## src/rtl/pulp_clock_divider_cfg.sv

```systemverilog
// rtl/pulp_clock_divider_cfg.sv - configurable integer clock divider with ratio handshake
//
// Purpose:
//   Divides clk_i by a runtime-programmable integer ratio N (2..2^DIV_WIDTH-1).
//   The divided clock is high for floor(N/2) source cycles, then low for
//   ceil(N/2) cycles. Ratio changes and enable changes take effect only at
//   period boundaries, so the output never carries a truncated pulse.
//
// Ports:
//   clk_i        in   source clock (only clock in the block)
//   rst_i        in   asynchronous active-high reset
//   en_i         in   divider enable, sampled at period boundaries
//   test_mode_i  in   DFT bypass: clk_o follows clk_i
//   div_i        in   requested ratio (DIV_WIDTH bits)
//   div_valid_i  in   ratio request, held until div_ack_o
//   div_ack_o    out  one-cycle pulse on request acceptance
//   running_o    out  high while the divider is in RUN
//   clk_o        out  divided clock (or clk_i in test mode)

module pulp_clock_divider_cfg #(
    parameter int DIV_WIDTH   = 8,
    parameter int DEFAULT_DIV = 2
) (
    input  logic                 clk_i,
    input  logic                 rst_i,
    input  logic                 en_i,
    input  logic                 test_mode_i,
    input  logic [DIV_WIDTH-1:0] div_i,
    input  logic                 div_valid_i,
    output logic                 div_ack_o,
    output logic                 running_o,
    output logic                 clk_o
);

    typedef enum logic {
        IDLE = 1'b0,
        RUN  = 1'b1
    } state_t;

    localparam logic [DIV_WIDTH-1:0] DIV_MIN = DIV_WIDTH'(2);
    localparam logic [DIV_WIDTH-1:0] DIV_RST = DIV_WIDTH'(DEFAULT_DIV);
    localparam logic [DIV_WIDTH-1:0] ONE     = DIV_WIDTH'(1);

    state_t               state_q, state_d;
    logic [DIV_WIDTH-1:0] div_q, div_d;
    logic [DIV_WIDTH-1:0] cnt_q, cnt_d;
    logic                 clk_q, clk_d;
    logic                 ack_q, ack_d;

    logic [DIV_WIDTH-1:0] cnt_inc;
    logic [DIV_WIDTH-1:0] div_last;
    logic [DIV_WIDTH-1:0] div_half;
    logic                 wrap;
    logic                 accept;

    // cnt_q never exceeds div_q-1 <= 2^DIV_WIDTH-2, so the increment cannot overflow.
    assign cnt_inc  = cnt_q + ONE;
    assign div_last = div_q - ONE;
    assign div_half = div_q >> 1;

    // Last cycle of the current period: the only point where the ratio or
    // the enable may change while running.
    assign wrap = (state_q == RUN) && (cnt_q == div_last);

    // ack_q gates re-acceptance so a request still held during its ack
    // cycle is not taken twice.
    assign accept = div_valid_i && !ack_q && ((state_q == IDLE) || wrap);

    always_comb begin
        state_d = state_q;
        cnt_d   = cnt_q;
        clk_d   = clk_q;
        div_d   = div_q;
        ack_d   = accept;

        // Ratios below 2 cannot produce a clock; clamp them to 2.
        if (accept) begin
            div_d = (div_i >= DIV_MIN) ? div_i : DIV_MIN;
        end

        case (state_q)
            IDLE: begin
                cnt_d = '0;
                clk_d = 1'b0;
                if (en_i) begin
                    state_d = RUN;
                    clk_d   = 1'b1;
                end
            end
            RUN: begin
                if (wrap) begin
                    cnt_d = '0;
                    if (en_i) begin
                        // New period starts high; it uses div_d, which
                        // already holds any ratio accepted on this edge.
                        clk_d = 1'b1;
                    end else begin
                        clk_d   = 1'b0;
                        state_d = IDLE;
                    end
                end else begin
                    cnt_d = cnt_inc;
                    clk_d = (cnt_inc < div_half);
                end
            end
            default: begin
                state_d = IDLE;
                cnt_d   = '0;
                clk_d   = 1'b0;
            end
        endcase
    end

    always_ff @(posedge clk_i or posedge rst_i) begin
        if (rst_i) begin
            state_q <= IDLE;
            div_q   <= DIV_RST;
            cnt_q   <= '0;
            clk_q   <= 1'b0;
            ack_q   <= 1'b0;
        end else begin
            state_q <= state_d;
            div_q   <= div_d;
            cnt_q   <= cnt_d;
            clk_q   <= clk_d;
            ack_q   <= ack_d;
        end
    end

    assign div_ack_o = ack_q;
    assign running_o = (state_q == RUN);

    // Single clock mux; clk_q is a flop output so the functional path is glitch-free.
    assign clk_o = test_mode_i ? clk_i : clk_q;

endmodule

```

## config.mk

```make
export PLATFORM = sky130hd
export DESIGN_NAME = pulp_clock_divider_cfg
export DESIGN_NICKNAME = d
export VERILOG_FILES = /design/src/rtl/pulp_clock_divider_cfg.sv
export SDC_FILE = /design/constraint.sdc
export NUM_CORES = 1
export LEC_CHECK = 0
export ABC_CLOCK_PERIOD_IN_PS = 4300
export CORE_ASPECT_RATIO = 1.25
export CORE_MARGIN = 5
export CORE_UTILIZATION = 55
export DETAILED_ROUTE_END_ITERATION = 10
export HOLD_SLACK_MARGIN = 0.1
export PLACE_DENSITY = 0.92
export SLEW_MARGIN = 0
export SYNTH_ARGS = -nofsm -noshare
export SYNTH_HDL_FRONTEND = slang
export SYNTH_SLANG_ARGS = --single-unit
```

## constraint.sdc

```tcl
create_clock -name clk_i -period 4.3 [get_ports clk_i]
set_clock_uncertainty 0.1 [all_clocks]
set_input_delay 0.86 -clock clk_i [delete_from_list [all_inputs] [get_ports clk_i]]
set_output_delay 0.86 -clock clk_i [all_outputs]
set_load 0.1 [all_outputs]
```

==> Word level (Yosys, flattened, before mapping) <==
Index checks and enable logic that the tools add are counted.
Widths: inputs -> output; s select.
{ "classes": {"add_sub_neg": 2, "n_lt_le_gt_ge": 2, "eq_ne": 1, "muxes": 9, "n_bitwise": 1, "reduce_logical": 5} }
{ "op_table": {"columns": ["cell", "n"], "rows": [
  ["$mux 8", 2],
  ["$pmux 8 s2", 1],
  ["$add 8x1->8 const B", 1],
  ["$eq 8x8->1", 1],
  ["$ge 8x2->1 const B", 1],
  ["$lt 8x7->1", 1],
  ["$sub 8x1->8 const B", 1],
  ["$mux 1", 4],
  ["$pmux 1 s2", 2],
  ["$logic_and 1x1->1", 3],
  ["$logic_not 1->1", 1],
  ["$logic_or 1x1->1", 1],
  ["$not 1->1", 1]
]} }
{ "totals": {"regBits": 19, "in_bits": 13, "output_inout_bits": 3} }

==> Logic depth before layout (Yosys ltp) <==
Gate-level depths: netlist of the first run.
{ "logic_depth": {"ltp_word": 5, "ltp_mapped": 8, "depth_no_buf": 8} }

==> qor.csv, run 1 <==
metric;value;unit
numPortBuffers;15;
final_area;0.00141;mm^2
cp.arrival;3.21;ns
drt_wl_total;2450;um
start_kind;clock port;
drt_iter0_drc;22;
dp_slack;-0.00702;ns
synth_top_family_by_area;simple AND/OR/NAND/NOR gates;
routedWlPerCell;15.4;um
initial_core_util;0.585;
antenna_left;0;
synthMuxAreaShare;0.0928;
tns;0;ns
synth_fa_ha_area_frac;0.0844;
grt_overflow;0;
grt_usage;0.181;
crit_path_end_kind;primary output;
grt_pass1_wl;4300;um
status;finished clean;
clkPwrFrac;0.182;
finalSetupViolations;0;
hold_viol;0;
tightest_slew;0.964;ns
ff2ff_setup_slack;1.45;ns
power.switching;480;uW
critPathRequiredTime;3.34;ns
syn-num-nets;139;
synth-main-ff-cell;dfrtp_1;
final_nets;161;
reg2reg_depth;8;
first_global_vias;1024;
p_comb_frac;0.477;
layout-drive-gt1-share;0.115;
first_pass_iters;7;
io_pins;16;
fin_ws;0.126;ns
p_leak;0.000639;uW
tritoncts;built;
holdWs;0.430;ns
syn_area;0.00119;mm^2
p_seq_frac;0.341;
antenna_found_initial;0;
seq_area_frac_synth;0.402;
grt_max_degree;20;
synth_compound_area_frac;0.120;
final_common_cell;dfrtp_1;
rows;18;
area_growth;18.5;%
synth-seq-cells;19;
core_area;0.00203;mm^2
maxSlewViolCount;0;
power.density;760;mW/mm^2
syn_avg_cell_area;10.1;um^2
post_dp_cell_area;0.00136;mm^2
num-fill-cells;153;
yosys.cell_types.count;31;
async_flop_share;1.00;
yosys_warnings;0;
postSynthCellCount;118;
final_cell_mix;dfrtp_1 (18), clkdlybuf4s50_1 (14), inv_1 (11);
num_antenna_cells;0;
crit_fanout;2;
fin_util;0.693;
max_slew_margin;0.355;
min_delay_path_depth;2;
p_int;588;uW
finalWeightedCongestion;0.797;
die_area;0.00319;mm^2
synth-xor-area-share;0.103;
viasPerCell;5.94;
synth-simple-area-share;0.159;
clk_latency;0.40;ns
path_class;clock port to primary output;
die-width;51.5;um
cap_violations;0;
switching_share;0.450;
die_h;61.9;um
vias;944;
peakVddDrop;0.000596;V
hp-class;register to register;
synth_edf_count;0;
drc_errors;0;
hpwl;1840;um
rsz0062_at_grt;no;
clkTransAtPathRegs;0.10;ns
## state kept, by name (all words and copies together) (netlist names)
register	cells
cnt_q	8
div_q	8
clk_q	1
div_ack_o	1
running_o	1
## stage by stage
stage	total power (uW)	instances
final	1070	159
after global routing	1160	159
after CTS	1070	159
after detailed placement	939	152
after global placement	907	152
after floorplan	803	118
## cell families after synthesis
kind of cell / after synthesis
flops: 19
xor+xnor: 14
buf+inv: 12
mux: 10
fa+ha+maj: 8
simple gates: 36
compound gates: 19
## final cells by class
type	instances	area, um^2	share of cell area
repair buffers	14	140	0.0997
clock buffers	8	57.6	0.0410
multi-input cells	87	664	0.473
flip-flops and latches	19	477	0.339
well taps	20	25.0	0.0178
inverters	11	41.3	0.0294
## power by group through the flow
stage	sequential [uW]	clock, uW	combinational (uW)
6_report	364	194	509
5_1_grt	379	212	573
4_1_cts	363	201	509
3_5_place_dp	366	73.2	500
3_3_place_gp	361	73.2	472
2_1_floorplan	349	61.1	393
## cell usage after synthesis, drive strengths merged (2+ instances only)
master	count	area (um^2)
nand2b	3	18.8
xnor2	7	61.3
nand3	4	20.0
dfrtp	18	450
a211o	3	26.3
inv	11	41.3
nor2b	6	37.5
xor2	7	61.3
nand2	6	22.5
a21oi	5	36.3
mux2i	2	20.0
nor2	7	26.3
mux2	8	90.1
nor3	2	10.0
and3	4	25.0
o21ai	4	20.0
ha	8	100
## timing repair
item	CTS	global route
hold buffers	0	0
buffers inserted	0	0
hold endpoints to repair	0	0
setup endpoints to repair	1	0
resized for setup	1	0
## path summary, 6_finish.rpt
check                                          start              endpoint
worst min-delay path            div_q[1]$_DFFE_PP1P_  div_q[1]$_DFFE_PP1P_
worst max-delay path                           clk_i                 clk_o
max in group asynchronous                      rst_i    cnt_q[2]$_DFF_PP0_
min in group asynchronous                      rst_i  div_q[7]$_DFFE_PP0P_
worst min register to register  div_q[1]$_DFFE_PP1P_  div_q[1]$_DFFE_PP1P_
worst max register to register  div_q[0]$_DFFE_PP0P_  div_q[4]$_DFFE_PP0P_
## critical path, cell delays in order
cell	delay [ns]
clkbuf_4	0.11
clkbuf_4	0.12
mux2_2	0.25
dlygate4sd2_1	0.59
## routing by layer
layer,vias to the layer above,track usage,share of wire
met4,0,0.0936,0.024
met2,34,0.333,0.53
met5,-,0,0
met1,448,0.203,0.39
li1,454,-,-
met3,8,0.0310,0.047
(Power assumes the default switching activity.)
==> run 2: changes to the inputs <==
- RECOVER_POWER: unset -> 50
==> run 2 against run 1 <==
Setup slack better by 0.0021 ns; first-iteration DRC count did not move; worst hold slack worse by 0.0022 ns; critical path type unchanged.
==> qor.csv, run 2 (synthesis results as in run 1) <==
metric;value;unit
power.density;764;mW/mm^2
final_common_cell;dfrtp_1;
final_nets;161;
die_area;0.00319;mm^2
p_seq_frac;0.342;
r2r-end;div_q[4]$_DFFE_PP0P_;
finalSetupViolations;0;
rsz0062_at_grt;no;
slowest_stage;dlygate4sd2_1;
status;finished clean;
vias;940;
crit_fanout;2;
critPathRequiredTime;3.34;ns
power.switching;478;uW
ff2ff_setup_slack;1.08;ns
drt_iter0_drc;22;
core_area;0.00203;mm^2
critPathMostFrequentCell;clkbuf_4;
reg2reg_depth;8;
final_area;0.00139;mm^2
grt_max_degree;20;
layout-drive-gt1-share;0.108;
clkPwrFrac;0.182;
tightest_slew;0.963;ns
hold_end;div_q[1]$_DFFE_PP1P_;
p_comb_frac;0.476;
finalWeightedCongestion;0.797;
viasPerCell;5.91;
clk_latency;0.40;ns
p_int;587;uW
path_class;clock port to primary output;
num_antenna_cells;0;
max_slew_margin;0.356;
hp-class;register to register;
r2r-start;div_q[0]$_DFFE_PP0P_;
numPortBuffers;15;
antenna_left;0;
maxSlewViolCount;0;
start_kind;clock port;
clkTransAtPathRegs;0.10;ns
crit_path_end_kind;primary output;
die_h;61.9;um
grt_pass1_wl;4300;um
p_leak;0.000639;uW
dp_slack;-0.00702;ns
grt_usage;0.181;
first_pass_iters;4;
io_pins;16;
crit_chain;clkbuf_4 > clkbuf_4 > mux2_2 > dlygate4sd2_1;
hp-start;div_q[1]$_DFFE_PP1P_;
num-fill-cells;153;
grt_overflow;0;
cp.arrival;3.21;ns
hpwl;1840;um
tritoncts;built;
area_growth;17.5;%
initial_core_util;0.585;
min_delay_path_depth;2;
switching_share;0.449;
rows;18;
top_regs;cnt_q (8), div_q (8);
hold_viol;0;
drc_errors;0;
hold_buffers;0;
cap_violations;0;
post_dp_cell_area;0.00136;mm^2
critPathMaxStageDelay;0.59;ns
routedWlPerCell;15.4;um
critPathBufInv;3;
peakVddDrop;0.000592;V
drt_wl_total;2450;um
cp_top_family;buffers and inverters;
antenna_found_initial;0;
final_cell_mix;dfrtp_1 (18), clkdlybuf4s50_1 (13), inv_1 (11);
first_global_vias;1024;
fin_ws;0.128;ns
die-width;51.5;um
[run 2: cell count changes in the layout (fill, tap and decap cells not counted), sizes merged]
| cell | change |
|---|---|
| dlygate4sd3 | +1 |
| clkdlybuf4s50 | -1 |
[run 2: layout make-up]
type                       instances  area, um^2  share of cell area
multi-input combinational         87         653               0.469
sequential                        19         477               0.342
timing repair buffer              14         140               0.101
clock buffer                       8        57.6              0.0413
inverter                          11        41.3              0.0296
tap                               20        25.0              0.0180
[run 2: worst max-delay path by stage]
stage	startpoint	endpoint	slack, ns	cells after the start
5_1_grt	clk_i	clk_o	0.09	4
2_1_floorplan	clk_i	clk_o	0.72	1
6_report	clk_i	clk_o	0.13	4
3_5_place_dp	clk_i	clk_o	-0.007	2
3_3_place_gp	clk_i	clk_o	-0.007	2
4_1_cts	clk_i	clk_o	0.11	4
[run 2: power groups by stage]
stage	clock network, uW	logic [uW]	registers, uW
after floorplan	61.1	393	349
after global placement	73.2	472	361
after detailed placement	73.2	500	366
after CTS	201	509	363
after global routing	212	571	378
final	194	506	364
[run 2: layer usage]
layer  up-vias  GRT usage  part of all wire
met5         -          0                 0
met4         0     0.0936             0.023
met3         8     0.0310             0.046
met2        34      0.333              0.53
met1       442      0.203              0.40
li1        456          -                 -
[run 2: per-stage QoR]
step / util / power (uW) / TNS [ns] / hold slack [ns] / cells
2_1_floorplan: - / 803 / 0 / 0.384 / 118
3_3_place_gp: 0.670 / 907 / -0.00702 / 0.414 / 152
3_5_place_dp: 0.670 / 939 / -0.00702 / 0.413 / 152
4_1_cts: 0.693 / 1070 / 0 / 0.434 / 159
5_1_grt: 0.688 / 1160 / 0 / 0.456 / 159
6_report: 0.688 / 1060 / 0 / 0.428 / 159
[run 2: worst min-delay path: stages, from the launching register on]
cell	delay [ns]
dfstp_2	0.40
inv_1	0.07
mux2i_1	0.06
[run 2: repair_timing]
action	in CTS	in global routing
resized for setup	1	0
setup endpoints to repair	1	0
endpoints found under the hold margin	0	0
setup buffers	0	0
